==> src/rtl/lsu_pkg.sv <==
// Shared types, Funct3 encodings and size/alignment helpers for the load/store unit.
// LSU_MISALIGN_TRAP_EN adds the ERR state used to trap misaligned accesses.
package lsu_pkg;

  localparam int LSU_DATA_WIDTH = 32;
  localparam int LSU_ADDR_WIDTH = 32;

  localparam logic [2:0] F3_B  = 3'b000;
  localparam logic [2:0] F3_H  = 3'b001;
  localparam logic [2:0] F3_W  = 3'b010;
  localparam logic [2:0] F3_BU = 3'b100;
  localparam logic [2:0] F3_HU = 3'b101;

`ifdef LSU_MISALIGN_TRAP_EN
  typedef enum logic [1:0] {IDLE, REQ, RESP, ERR} lsu_state_e;
`else
  typedef enum logic [1:0] {IDLE, REQ, RESP} lsu_state_e;
`endif

  typedef enum logic [1:0] {SZ_B, SZ_H, SZ_W} lsu_size_e;

  // Reserved encodings fall through to a plain word access.
  function automatic lsu_size_e f3_size(input logic [2:0] f3);
    case (f3)
      F3_B, F3_BU: return SZ_B;
      F3_H, F3_HU: return SZ_H;
      default:     return SZ_W;
    endcase
  endfunction

  function automatic logic f3_zext(input logic [2:0] f3);
    return f3[2];
  endfunction

  function automatic logic is_misaligned(input lsu_size_e size, input logic [1:0] a);
    return ((size == SZ_H) && a[0]) || ((size == SZ_W) && (a != 2'b00));
  endfunction

  function automatic logic [1:0] align_offset(input lsu_size_e size, input logic [1:0] a);
    case (size)
      SZ_H:    return {a[1], 1'b0};
      SZ_W:    return 2'b00;
      default: return a;
    endcase
  endfunction

endpackage

==> src/rtl/lsu_align.sv <==
// Store lane steering / byte-enable generation and load extraction / extension.
module lsu_align
  import lsu_pkg::*;
#(
  parameter int DATA_WIDTH = LSU_DATA_WIDTH,
  parameter int BE_WIDTH   = DATA_WIDTH / 8
) (
  input  lsu_size_e             st_size,
  input  logic [1:0]            st_offset,
  input  logic [DATA_WIDTH-1:0] st_data,
  output logic [BE_WIDTH-1:0]   st_be,
  output logic [DATA_WIDTH-1:0] st_wdata,
  input  lsu_size_e             ld_size,
  input  logic [1:0]            ld_offset,
  input  logic                  ld_zext,
  input  logic [DATA_WIDTH-1:0] ld_rdata,
  output logic [DATA_WIDTH-1:0] ld_data
);

  logic [DATA_WIDTH-1:0] shifted;

  always_comb begin
    st_be    = '1;
    st_wdata = st_data;
    case (st_size)
      SZ_B: begin
        st_be    = BE_WIDTH'(1) << st_offset;
        st_wdata = {4{st_data[7:0]}};
      end
      SZ_H: begin
        st_be    = st_offset[1] ? 4'b1100 : 4'b0011;
        st_wdata = {2{st_data[15:0]}};
      end
      default: ;
    endcase
  end

  assign shifted = ld_rdata >> {ld_offset, 3'b000};

  always_comb begin
    ld_data = shifted;
    case (ld_size)
      SZ_B:    ld_data = {{(DATA_WIDTH-8){~ld_zext & shifted[7]}}, shifted[7:0]};
      SZ_H:    ld_data = {{(DATA_WIDTH-16){~ld_zext & shifted[15]}}, shifted[15:0]};
      default: ;
    endcase
  end

endmodule

==> src/rtl/load_store_unit.sv <==
// Memory-access stage: one word-aligned req/ack bus transaction per load or store.
// Define LSU_MISALIGN_TRAP_EN to trap misaligned H/W accesses instead of aligning them down.
module load_store_unit
  import lsu_pkg::*;
#(
  parameter int DATA_WIDTH = LSU_DATA_WIDTH,
  parameter int ADDR_WIDTH = LSU_ADDR_WIDTH,
  parameter int BE_WIDTH   = DATA_WIDTH / 8
) (
  input  logic                  clk,
  input  logic                  rst_n,
  input  logic                  MemRead,
  input  logic                  MemWrite,
  input  logic [2:0]            Funct3,
  input  logic [DATA_WIDTH-1:0] ALUResult,
  input  logic [DATA_WIDTH-1:0] WriteData,
  output logic                  Stall,
  output logic                  LoadValid,
  output logic [DATA_WIDTH-1:0] ReadData,
  output logic                  MisalignErr,
  output logic                  BusReq,
  output logic                  BusWE,
  output logic [ADDR_WIDTH-1:0] BusAddr,
  output logic [BE_WIDTH-1:0]   BusBE,
  output logic [DATA_WIDTH-1:0] BusWData,
  input  logic                  BusAck,
  input  logic [DATA_WIDTH-1:0] BusRData
);

  lsu_state_e            state_q, state_d;
  logic                  bus_req_q, bus_req_d;
  logic                  bus_we_q, bus_we_d;
  logic [ADDR_WIDTH-1:0] bus_addr_q, bus_addr_d;
  logic [BE_WIDTH-1:0]   bus_be_q, bus_be_d;
  logic [DATA_WIDTH-1:0] bus_wdata_q, bus_wdata_d;
  logic [DATA_WIDTH-1:0] read_data_q, read_data_d;
  logic                  load_valid_q, load_valid_d;
  logic                  misalign_err_q, misalign_err_d;
  lsu_size_e             size_q, size_d;
  logic [1:0]            offset_q, offset_d;
  logic                  zext_q, zext_d;

  logic                  req, trap, launch;
  lsu_size_e             acc_size;
  logic [1:0]            acc_offset;
  logic [BE_WIDTH-1:0]   st_be;
  logic [DATA_WIDTH-1:0] st_wdata, ld_data;

  assign req      = MemRead | MemWrite;
  assign acc_size = f3_size(Funct3);

`ifdef LSU_MISALIGN_TRAP_EN
  assign acc_offset = ALUResult[1:0];
  assign trap       = req & is_misaligned(acc_size, ALUResult[1:0]);
`else
  assign acc_offset = align_offset(acc_size, ALUResult[1:0]);
  assign trap       = 1'b0;
`endif
  assign launch = req & ~trap;

  lsu_align #(
    .DATA_WIDTH (DATA_WIDTH),
    .BE_WIDTH   (BE_WIDTH)
  ) u_align (
    .st_size   (acc_size),
    .st_offset (acc_offset),
    .st_data   (WriteData),
    .st_be     (st_be),
    .st_wdata  (st_wdata),
    .ld_size   (size_q),
    .ld_offset (offset_q),
    .ld_zext   (zext_q),
    .ld_rdata  (BusRData),
    .ld_data   (ld_data)
  );

  always_comb begin
    state_d        = state_q;
    bus_req_d      = bus_req_q;
    bus_we_d       = bus_we_q;
    bus_addr_d     = bus_addr_q;
    bus_be_d       = bus_be_q;
    bus_wdata_d    = bus_wdata_q;
    read_data_d    = read_data_q;
    size_d         = size_q;
    offset_d       = offset_q;
    zext_d         = zext_q;
    load_valid_d   = 1'b0;
    misalign_err_d = 1'b0;
    case (state_q)
      IDLE: begin
        if (launch) begin
          state_d     = REQ;
          bus_req_d   = 1'b1;
          bus_we_d    = ~MemRead;
          bus_addr_d  = {ALUResult[ADDR_WIDTH-1:2], 2'b00};
          bus_be_d    = st_be;
          bus_wdata_d = st_wdata;
          size_d      = acc_size;
          offset_d    = acc_offset;
          zext_d      = f3_zext(Funct3);
        end
`ifdef LSU_MISALIGN_TRAP_EN
        if (trap) begin
          state_d        = ERR;
          misalign_err_d = 1'b1;
        end
`endif
      end
      REQ: begin
        if (BusAck) begin
          state_d      = RESP;
          bus_req_d    = 1'b0;
          load_valid_d = ~bus_we_q;
          if (!bus_we_q) read_data_d = ld_data;
        end
      end
      // RESP and ERR both last exactly one cycle; the held request is dropped.
      default: state_d = IDLE;
    endcase
  end

  always_ff @(posedge clk) begin
    if (!rst_n) begin
      state_q        <= IDLE;
      bus_req_q      <= 1'b0;
      bus_we_q       <= 1'b0;
      bus_addr_q     <= '0;
      bus_be_q       <= '0;
      bus_wdata_q    <= '0;
      read_data_q    <= '0;
      load_valid_q   <= 1'b0;
      misalign_err_q <= 1'b0;
      size_q         <= SZ_B;
      offset_q       <= 2'b00;
      zext_q         <= 1'b0;
    end else begin
      state_q        <= state_d;
      bus_req_q      <= bus_req_d;
      bus_we_q       <= bus_we_d;
      bus_addr_q     <= bus_addr_d;
      bus_be_q       <= bus_be_d;
      bus_wdata_q    <= bus_wdata_d;
      read_data_q    <= read_data_d;
      load_valid_q   <= load_valid_d;
      misalign_err_q <= misalign_err_d;
      size_q         <= size_d;
      offset_q       <= offset_d;
      zext_q         <= zext_d;
    end
  end

  assign Stall       = ((state_q == IDLE) & req) | (state_q == REQ);
  assign LoadValid   = load_valid_q;
  assign ReadData    = read_data_q;
  assign MisalignErr = misalign_err_q;
  assign BusReq      = bus_req_q;
  assign BusWE       = bus_we_q;
  assign BusAddr     = bus_addr_q;
  assign BusBE       = bus_be_q;
  assign BusWData    = bus_wdata_q;

endmodule

==> config.mk <==
export PLATFORM = sky130hd
export DESIGN_NAME = load_store_unit
export DESIGN_NICKNAME = d
export VERILOG_FILES = /design/src/rtl/lsu_pkg.sv /design/src/rtl/lsu_align.sv /design/src/rtl/load_store_unit.sv
export SDC_FILE = /design/constraint.sdc
export NUM_CORES = 1
export LEC_CHECK = 0
export ABC_AREA = 1
export CAP_MARGIN = 10
export CORE_AREA = 4 4 101 141
export CTS_CLUSTER_SIZE = 24
export DETAILED_ROUTE_END_ITERATION = 8
export DIE_AREA = 0 0 105 145
export DONT_BUFFER_PORTS = 1
export SYNTH_ARGS = -nofsm -noshare
export SYNTH_HDL_FRONTEND = slang
export SYNTH_SLANG_ARGS = --single-unit
==> constraint.sdc <==
create_clock -name clk -period 2 [get_ports clk]
set_input_delay 0.2 -clock clk [delete_from_list [all_inputs] [get_ports clk]]
set_output_delay 0.2 -clock clk [all_outputs]
set_load 0.005 [all_outputs]
=== Word-level counts from Yosys, hierarchy flattened ===
Cells that the tools add are included.

* Add/sub/neg operators: 0
* $mul: 0
* Divide/modulo/power cells: 0
* $lt $le $gt $ge: 0
* Equality and inequality tests: 9
* Shifts and indexed selects: 2
* Multiplexer cells: 12
* Bitwise operators: 8
* Reductions and logical operators: 12

{| class="wikitable"
|+ Operators with widths
! operator !! number
|-
| 32-bit one-hot mux with 2 select lines || 2
|-
| 32-bit by 5-bit >> shifter with 32-bit output || 1
|-
| 2-bit one-hot mux with 2 select lines || 3
|-
| 3-bit AND reduction || 3
|-
| 4-bit one-hot mux with 2 select lines || 1
|-
| 2-bit by 1-bit == test with 1-bit output (second input constant) || 3
|-
| 3-bit == test (second input constant) || 2
|-
| 2-bit logical NOT || 3
|-
| 2-bit 2-to-1 mux || 2
|-
| 4-bit 2-to-1 mux || 1
|-
| 2-bit inequality test (second input constant) || 2
|-
| 2-bit AND reduction || 2
|-
| 2-bit OR reduction || 2
|-
| 1-bit by 2-bit left shift with 4-bit output (first input constant) || 1
|-
| 1-bit AND || 3
|-
| 3-bit by 1-bit == test with 1-bit output (second input constant) || 1
|-
| 3-bit logical NOT || 1
|-
| 1-bit inverter || 3
|-
| 2-bit == test (second input constant) || 1
|-
| 1-bit 2-to-1 mux || 2
|-
| 1-bit bitwise OR || 2
|-
| 1-bit one-hot mux with 2 select lines || 1
|-
| 2-bit nonzero test || 1
|}

* Flip-flop bits (word level): 108
* Latch bits: 0
* Bits in writable memories: 0
* ROM bits: 0
* Bits of input ports: 104
* Output and inout port bits: 105
* Memories: 0

=== Logic depth before layout (Yosys ltp) ===
Gate-level depths: netlist of run 1.

* Word-level depth: 7
* Mapped depth: 10
* Mapped depth without buffers: 8

=== Cells and area by module ===
From an unflattened synthesis of run 1, not the netlist that was laid out.

* Cells, all modules: 909
* Area total of the unflattened synthesis: 5983.2 sq um

{| class="wikitable"
|+ Modules (own cells, without submodules)
! module !! instances !! cells an instance !! area an instance (sq um) !! sequential area each (sq um)
|-
| load_store_unit || 1 || 644 || 4688.2 || 2162.1
|-
| lsu_align || 1 || 265 || 1295.0 || 0.0
|}

=== Worst setup path before layout of run 1 ===
Ideal clock, no wire load.

* Path type: reg-to-reg
* Start: reg offset_q[0]
* End: reg read_data_q[3] (netlist: ReadData[3])
* Arrival: 1.072 ns
* Setup slack: 0.819 ns
* Cell stages (with the launch flop): 8
* Buffers on the path: 2
* Period minus slack after synthesis: 1.181 ns
* Path through: dfxtp_1 buf_6 buf_2 or2_2 o211ai_2 nand3_1 nand2_1 inv_1

* Cells in the longest elaborated chain, start to end: 2

{| class="wikitable"
|+ Ends and longest elaborated chain
! item !! RTL line !! RTL
|-
| from (decl) || load_store_unit.sv:40 || <nowiki>logic [1:0] offset_q, offset_d;</nowiki>
|-
| from (signal assigned) || load_store_unit.sv:148 || <nowiki>offset_q <= offset_d;</nowiki>
|-
| 32-bit by 5-bit >> shifter with 32-bit output || lsu_align.sv:38 || <nowiki>assign shifted = ld_rdata >> {ld_offset, 3'b000};</nowiki>
|-
| 32-bit one-hot mux with 2 select lines || lsu_align.sv:42 || <nowiki>case (ld_size)</nowiki>
|-
| to (signal assigned) || load_store_unit.sv:144 || <nowiki>read_data_q <= read_data_d;</nowiki>
|-
| to (decl) || load_store_unit.sv:36 || <nowiki>logic [DATA_WIDTH-1:0] read_data_q, read_data_d;</nowiki>
|}

No other way between the ends.
A chain may end at the register's enable or synchronous reset.

=== Worst setup path after layout of run 1 ===
* Start: reg offset_q[1]
* End: reg read_data_q[24] (netlist: ReadData[24])

* Cells in the longest elaborated chain, start to end: 3
* Elaborated cells on any way between the ends: 4

{| class="wikitable"
|+ Ends and longest elaborated chain
! item !! RTL line
|-
| 32-bit by 5-bit >> shifter with 32-bit output (*) || lsu_align.sv:38
|-
| 1-bit AND (on tied branches) || lsu_align.sv:44, lsu_align.sv:43
|-
| 32-bit one-hot mux with 2 select lines (*) || lsu_align.sv:42
|}

Mark *: on every way between the ends. The rest lies on a longest branch, timed or not.

==> results.yml, run 1 <==
layout:
  final_cell_mix: "174 x nand2_1, 112 x nor2_1, 108 x dfxtp_1, 54 x inv_1, 51 x a21oi_1"
  drive_gt1_frac: 0.0967
  n_antenna_cell: 0
  post-route-util: 0.429
  fillers: 1395
  final_nets: 823
  area_delta_synth_final_pct: 7.78
  final_common_cell: "nand2_1"
  fin_area_sq_mm: 0.00553
die:
  rows: 49
  die-area_sq_mm: 0.0152
  core_sq_mm: 0.0129
  io_pins: 209
  start_util: 0.398
  die_h_microns: 145
  die_w_microns: 105
global_routing:
  gr-total-overflow: 0
  grt_max_degree: 65
  grt_antenna_before_repair: 1
  track_usage: 0.198
  grt_pass1_wl_microns: 24200
  grt_pass1_vias: 4477
run:
  maxCapViolations: 0
power_and_ir_drop:
  ir_drop_mv: 0.394
  leakage_nw: 2.51
  p_per_area_mw_per_mm2: 928
clocking:
  clock_latency_ps: 340
  cts-root-buf: "clkbuf_16"
  cts_tree: "done"
  cts-buffers-inserted: 9
  htreeDepth: 3
  cts_buffer_depth: 2
  cts_setup_buffers: 0
  clk_pin_slew_ps: 80
  post_cts_resized: 0
  clock-sinks: 108
status:
  run_status: "completed"
sta:
  tns_ps: 0
  skew_ps: 9.28
  max_freq_mhz: 572
  report.final.hold_viol_count: 0
  setup_viol: 0
  slew_violations: 0
  timing.slew.headroom: 0.652
  finalCriticalPeriod_ps: 1750
  post-route-period-util: 0.874
  rsz0062_at_grt: "false"
  setup_slack_ps: 252
  worst-slew-pin-transition_ps: 523
routing:
  ant_nets: 0
  drt_pass1_iterations: 4
  avgViaCountPerCell: 5.19
  drt_iter0_drc: 190
  wl_microns: 15500
  wire_per_inst_microns: 17.7
  vias: 4552
  drcViolationCount: 0
synthesis:
  synth_top_area_frac: 0.422
  avgSynthCellArea_sq_um: 7.03
  synth_area_leaders: "dfxtp_1 42%, nand2_1 13%, nor2_1 8.2%, a21oi_1 5.0%, nand3_1 4.8%"
  synth_area_sq_mm: 0.00513
  yosysSeqAreaShare: 0.422
  ys_warn_count: 0
  synth-seq-cells: 108
  ys_types: 32
  yosysTopAreaCell: "dfxtp_1"
  synth_cells: 729
placed_design:
  post-place-ws_ps: 251
  dpl.hpwl_microns: 11400
  place_area_sq_mm: 0.00506
  gp_congestion: 0.899
  port_buffers: 0
setup_path:
  start_kind: "flop"
  critPathKind: "flop to flop"
  cp-end-kind: "flop"
  r2r_slack_ps: 250
  cp_data_required_time_ps: 2290
  path_max_fanout: 24
  cp.arrival_ps: 2030
min_path:
  hold_class: "primary input to flop"
## flip-flops by register name, summed over array words and instances, names as in the netlist
name	flops
BusWE	1
state_q	2
LoadValid	1
ReadData	32
zext_q	1
size_q	2
offset_q	2
BusReq	1
BusAddr	30
BusBE	4
BusWData	32
## cells in the mapped netlist
| master | number |
|---|---|
| o21ai_0 | 48 |
| a31oi_1 | 8 |
| o211ai_2 | 3 |
| clkbuf_1 | 13 |
| buf_2 | 13 |
| inv_1 | 54 |
| o21ai_1 | 4 |
| inv_4 | 3 |
| nand4_4 | 1 |
| a21oi_1 | 51 |
| or2_2 | 5 |
| nor2_8 | 1 |
| nand2_1 | 174 |
| buf_12 | 2 |
| a21oi_2 | 1 |
| nand3_2 | 1 |
| a211oi_1 | 3 |
| nor2_2 | 21 |
| clkinv_1 | 2 |
| nand2_4 | 1 |
| or2_1 | 2 |
| o21a_1 | 7 |
| buf_4 | 11 |
| o211ai_1 | 12 |
| conb_1 | 1 |
| nor2_1 | 112 |
| dfxtp_1 | 108 |
| nand3_1 | 49 |
| nand2_2 | 2 |
| buf_6 | 10 |
| inv_2 | 4 |
| nor2_4 | 2 |
## path summary, 6_finish.rpt
check	depth (start not counted)	to	from
hold reg to reg	2	BusWData[30]	BusWData[30]
setup / recovery	6	ReadData[24]	offset_q[1]
hold / removal	2	BusAddr[26]	ALUResult[26]
setup reg to reg	6	ReadData[24]	offset_q[1]
## per-layer routing
metal,GRT usage,share of wire
met1,0.206,0.36
met2,0.346,0.50
met3,0.0720,0.090
met4,0.104,0.045
met5,0,0.00052
## timing repair
action	in CTS	in global routing
hold endpoints to repair	46	0
setup endpoints to repair	0	0
hold buffers	18	0
## per-stage QoR
| stage | hold slack, ps | power [mW] | cells |
|---|---|---|---|
| floorplan | 290 | 3.28 | 731 |
| global placement | 292 | 3.42 | 843 |
| detailed placement | 298 | 3.45 | 843 |
| CTS | 1.15 | 5.20 | 877 |
| global route | 7.32 | 5.41 | 877 |
| finish | 15.8 | 5.13 | 877 |
## power by group
| group | internal [mW] | switching, mW | total, mW |
|---|---|---|---|
| combinational | 0.317 | 0.575 | 0.892 |
| sequential | 2.35 | 0.183 | 2.54 |
| clock | 0.859 | 0.842 | 1.70 |
## critical path: stages (launching register included)
cell	delay, ps
dfxtp_1	540
inv_4	170
nand3_1	160
nand3_2	420
nand3_1	280
nand2_1	70
inv_1	50
## final cells by class
| class | instances | area [sq um] | area share |
|---|---|---|---|
| multi-input cells | 511 | 2380 | 0.431 |
| flip-flops and latches | 108 | 2160 | 0.391 |
| repair buffers | 26 | 275 | 0.0498 |
| inverters | 63 | 244 | 0.0441 |
| clock buffers | 10 | 229 | 0.0414 |
| well taps | 153 | 191 | 0.0346 |
| clock inverters | 6 | 45.0 | 0.00815 |
## kinds of logic (layout without fill, tap and decap cells)
logic type	count (synthesis)	in the layout	synth area share
AOI/OAI and AO/OA	137	137	0.152
buffers and inverters	112	105	0.116
DFF	108	108	0.422
and+or+nand+nor	371	371	0.310
other	1	3	0.000731
(Power assumes the default switching activity.)
==> run 2, diff against run 1 <==
CORE_AREA = 4 4 87 122   (was 4 4 101 141)
DIE_AREA = 0 0 91 126   (was 0 0 105 145)
PLACE_DENSITY = 0.69   (was not set)
==> run 2 against run 1 <==
Against the previous run:
- routed wire length down 9.4%
- clock skew down 5.3 ps
- highest routed layer is now met4
- clock power down 4%
- largest cell class unchanged
- critical path depth down 3
- critical endpoint is now BusWData[12]
- clock-buffer cell count up 2
- core utilization up 14 points
- sequential share of layout area up 0.98 points
- worst setup slack better by 48 ps
==> results.yml, run 2 (same netlist as run 1, synthesis figures left out) <==
routing:
  avgViaCountPerCell: 5.52
  drcViolationCount: 0
  drt_pass1_iterations: 4
  vias: 4562
  wire_per_inst_microns: 17.0
  drt_iter0_drc: 225
  wl_microns: 14100
  ant_nets: 0
setup_path:
  critPathKind: "primary input to flop"
  cp_cell_sequence: "dlygate4sd3_1, o21ai_0, a31oi_1"
  cp_data_required_time_ps: 2270
  r2r_end: "ReadData[14]"
  reg2regPathDepth: 7
  cp.arrival_ps: 1970
  cp-end-kind: "flop"
  start_kind: "primary input"
  r2r_slack_ps: 300
  rr_startpoint: "offset_q[0]"
  worst_path_max_delay_cell: "dlygate4sd3_1"
  path_max_fanout: 38
  critical_path.max_stage_delay_ps: 1320
clocking:
  clock_latency_ps: 340
  cts_setup_buffers: 0
  htreeDepth: 3
  clock-sinks: 108
  post_cts_resized: 0
  cts-buffers-inserted: 9
  clk_pin_slew_ps: 70
  cts_tree: "done"
  cts-root-buf: "clkbuf_16"
  cts_buffer_depth: 2
  holdBufCountCts: 13
power_and_ir_drop:
  p_per_area_mw_per_mm2: 932
  leakage_nw: 2.46
  power_mw: 5.03
  ir_drop_mv: 0.502
sta:
  fin_hold_ws_ps: 11.5
  tns_ps: 0
  max_freq_mhz: 588
  report.final.hold_viol_count: 0
  rsz0062_at_grt: "false"
  post-route-period-util: 0.850
  finalCriticalPeriod_ps: 1700
  worst-slew-pin-transition_ps: 1180
  setup_viol: 0
  skew_ps: 3.95
  timing.slew.headroom: 0.211
  slew_violations: 0
layout:
  post-route-util: 0.570
  multi_input_area_sq_mm: 0.00238
  fillers: 924
  final_nets: 817
  final_common_cell: "nand2_1"
  n_antenna_cell: 0
  final_cell_mix: "174 x nand2_1, 112 x nor2_1, 108 x dfxtp_1, 54 x inv_1, 51 x a21oi_1"
  seqCellArea_sq_mm: 0.00216
  fin_area_sq_mm: 0.00539
  area_delta_synth_final_pct: 5.15
  drive_gt1_frac: 0.0907
die:
  rows: 42
  core_sq_mm: 0.00946
  start_util: 0.542
  die_h_microns: 126
  die-area_sq_mm: 0.0115
  die_w_microns: 91
  io_pins: 209
global_routing:
  grt_pass1_vias: 4366
  track_usage: 0.237
  grt_antenna_before_repair: 0
  grt_pass1_wl_microns: 21800
  gr-total-overflow: 0
  grt_max_degree: 48
min_path:
  holdPathStages: 2
  holdCritStartpoint: "rst_n"
  whs_endpoint: "BusWData[14]"
  hold_class: "primary input to flop"
status:
  run_status: "completed"
placed_design:
  port_buffers: 0
  gp_congestion: 0.959
  place_area_sq_mm: 0.00500
  dpl.hpwl_microns: 10100
run:
  maxCapViolations: 0
==> run 2: area by class of cell <==
cell class | instances | share of cell area
Sequential cell | 108 | 0.401
Tap cell | 110 | 0.0255
Timing Repair Buffer | 20 | 0.0385
Inverter | 63 | 0.0453
Multi-Input combinational cell | 511 | 0.441
Clock inverter | 3 | 0.00441
Clock buffer | 12 | 0.0439
==> run 2: metrics by stage <==
step / worst slack, ps / std cells
2_1_floorplan: 819 / 731
3_3_place_gp: 385 / 799
3_5_place_dp: 348 / 799
4_1_cts: 314 / 827
5_1_grt: 120 / 827
6_report: 301 / 827
==> run 2: worst max-delay path by stage <==
stage,slack (ps),start,to
after floorplan,820,offset_q[0],ReadData[3]
after CTS,310,state_q[1],Stall
after global placement,380,offset_q[0],ReadData[14]
after global routing,120,offset_q[0],ReadData[16]
final,300,rst_n,BusWData[12]
after detailed placement,350,offset_q[0],ReadData[14]
==> run 2: routing by layer <==
layer  track usage  routed length (microns)
met3        0.0794                     1430
met5             0                        0
met2         0.422                     7140
met1         0.236                     4850
met4         0.147                      646
==> run 2: report_power, final <==
group / total [mW] / switching (mW) / internal, mW / leakage (nW)
Sequential: 2.53 / 0.173 / 2.35 / 0.891
Clock: 1.63 / 0.784 / 0.845 / 0.119
Combinational: 0.869 / 0.565 / 0.304 / 1.45
==> run 2: critical path: cells and delay by family <==
kind                   cells  cell delay (ps)
AO/OA/AOI/OAI              2              440
buffers and inverters      1             1320
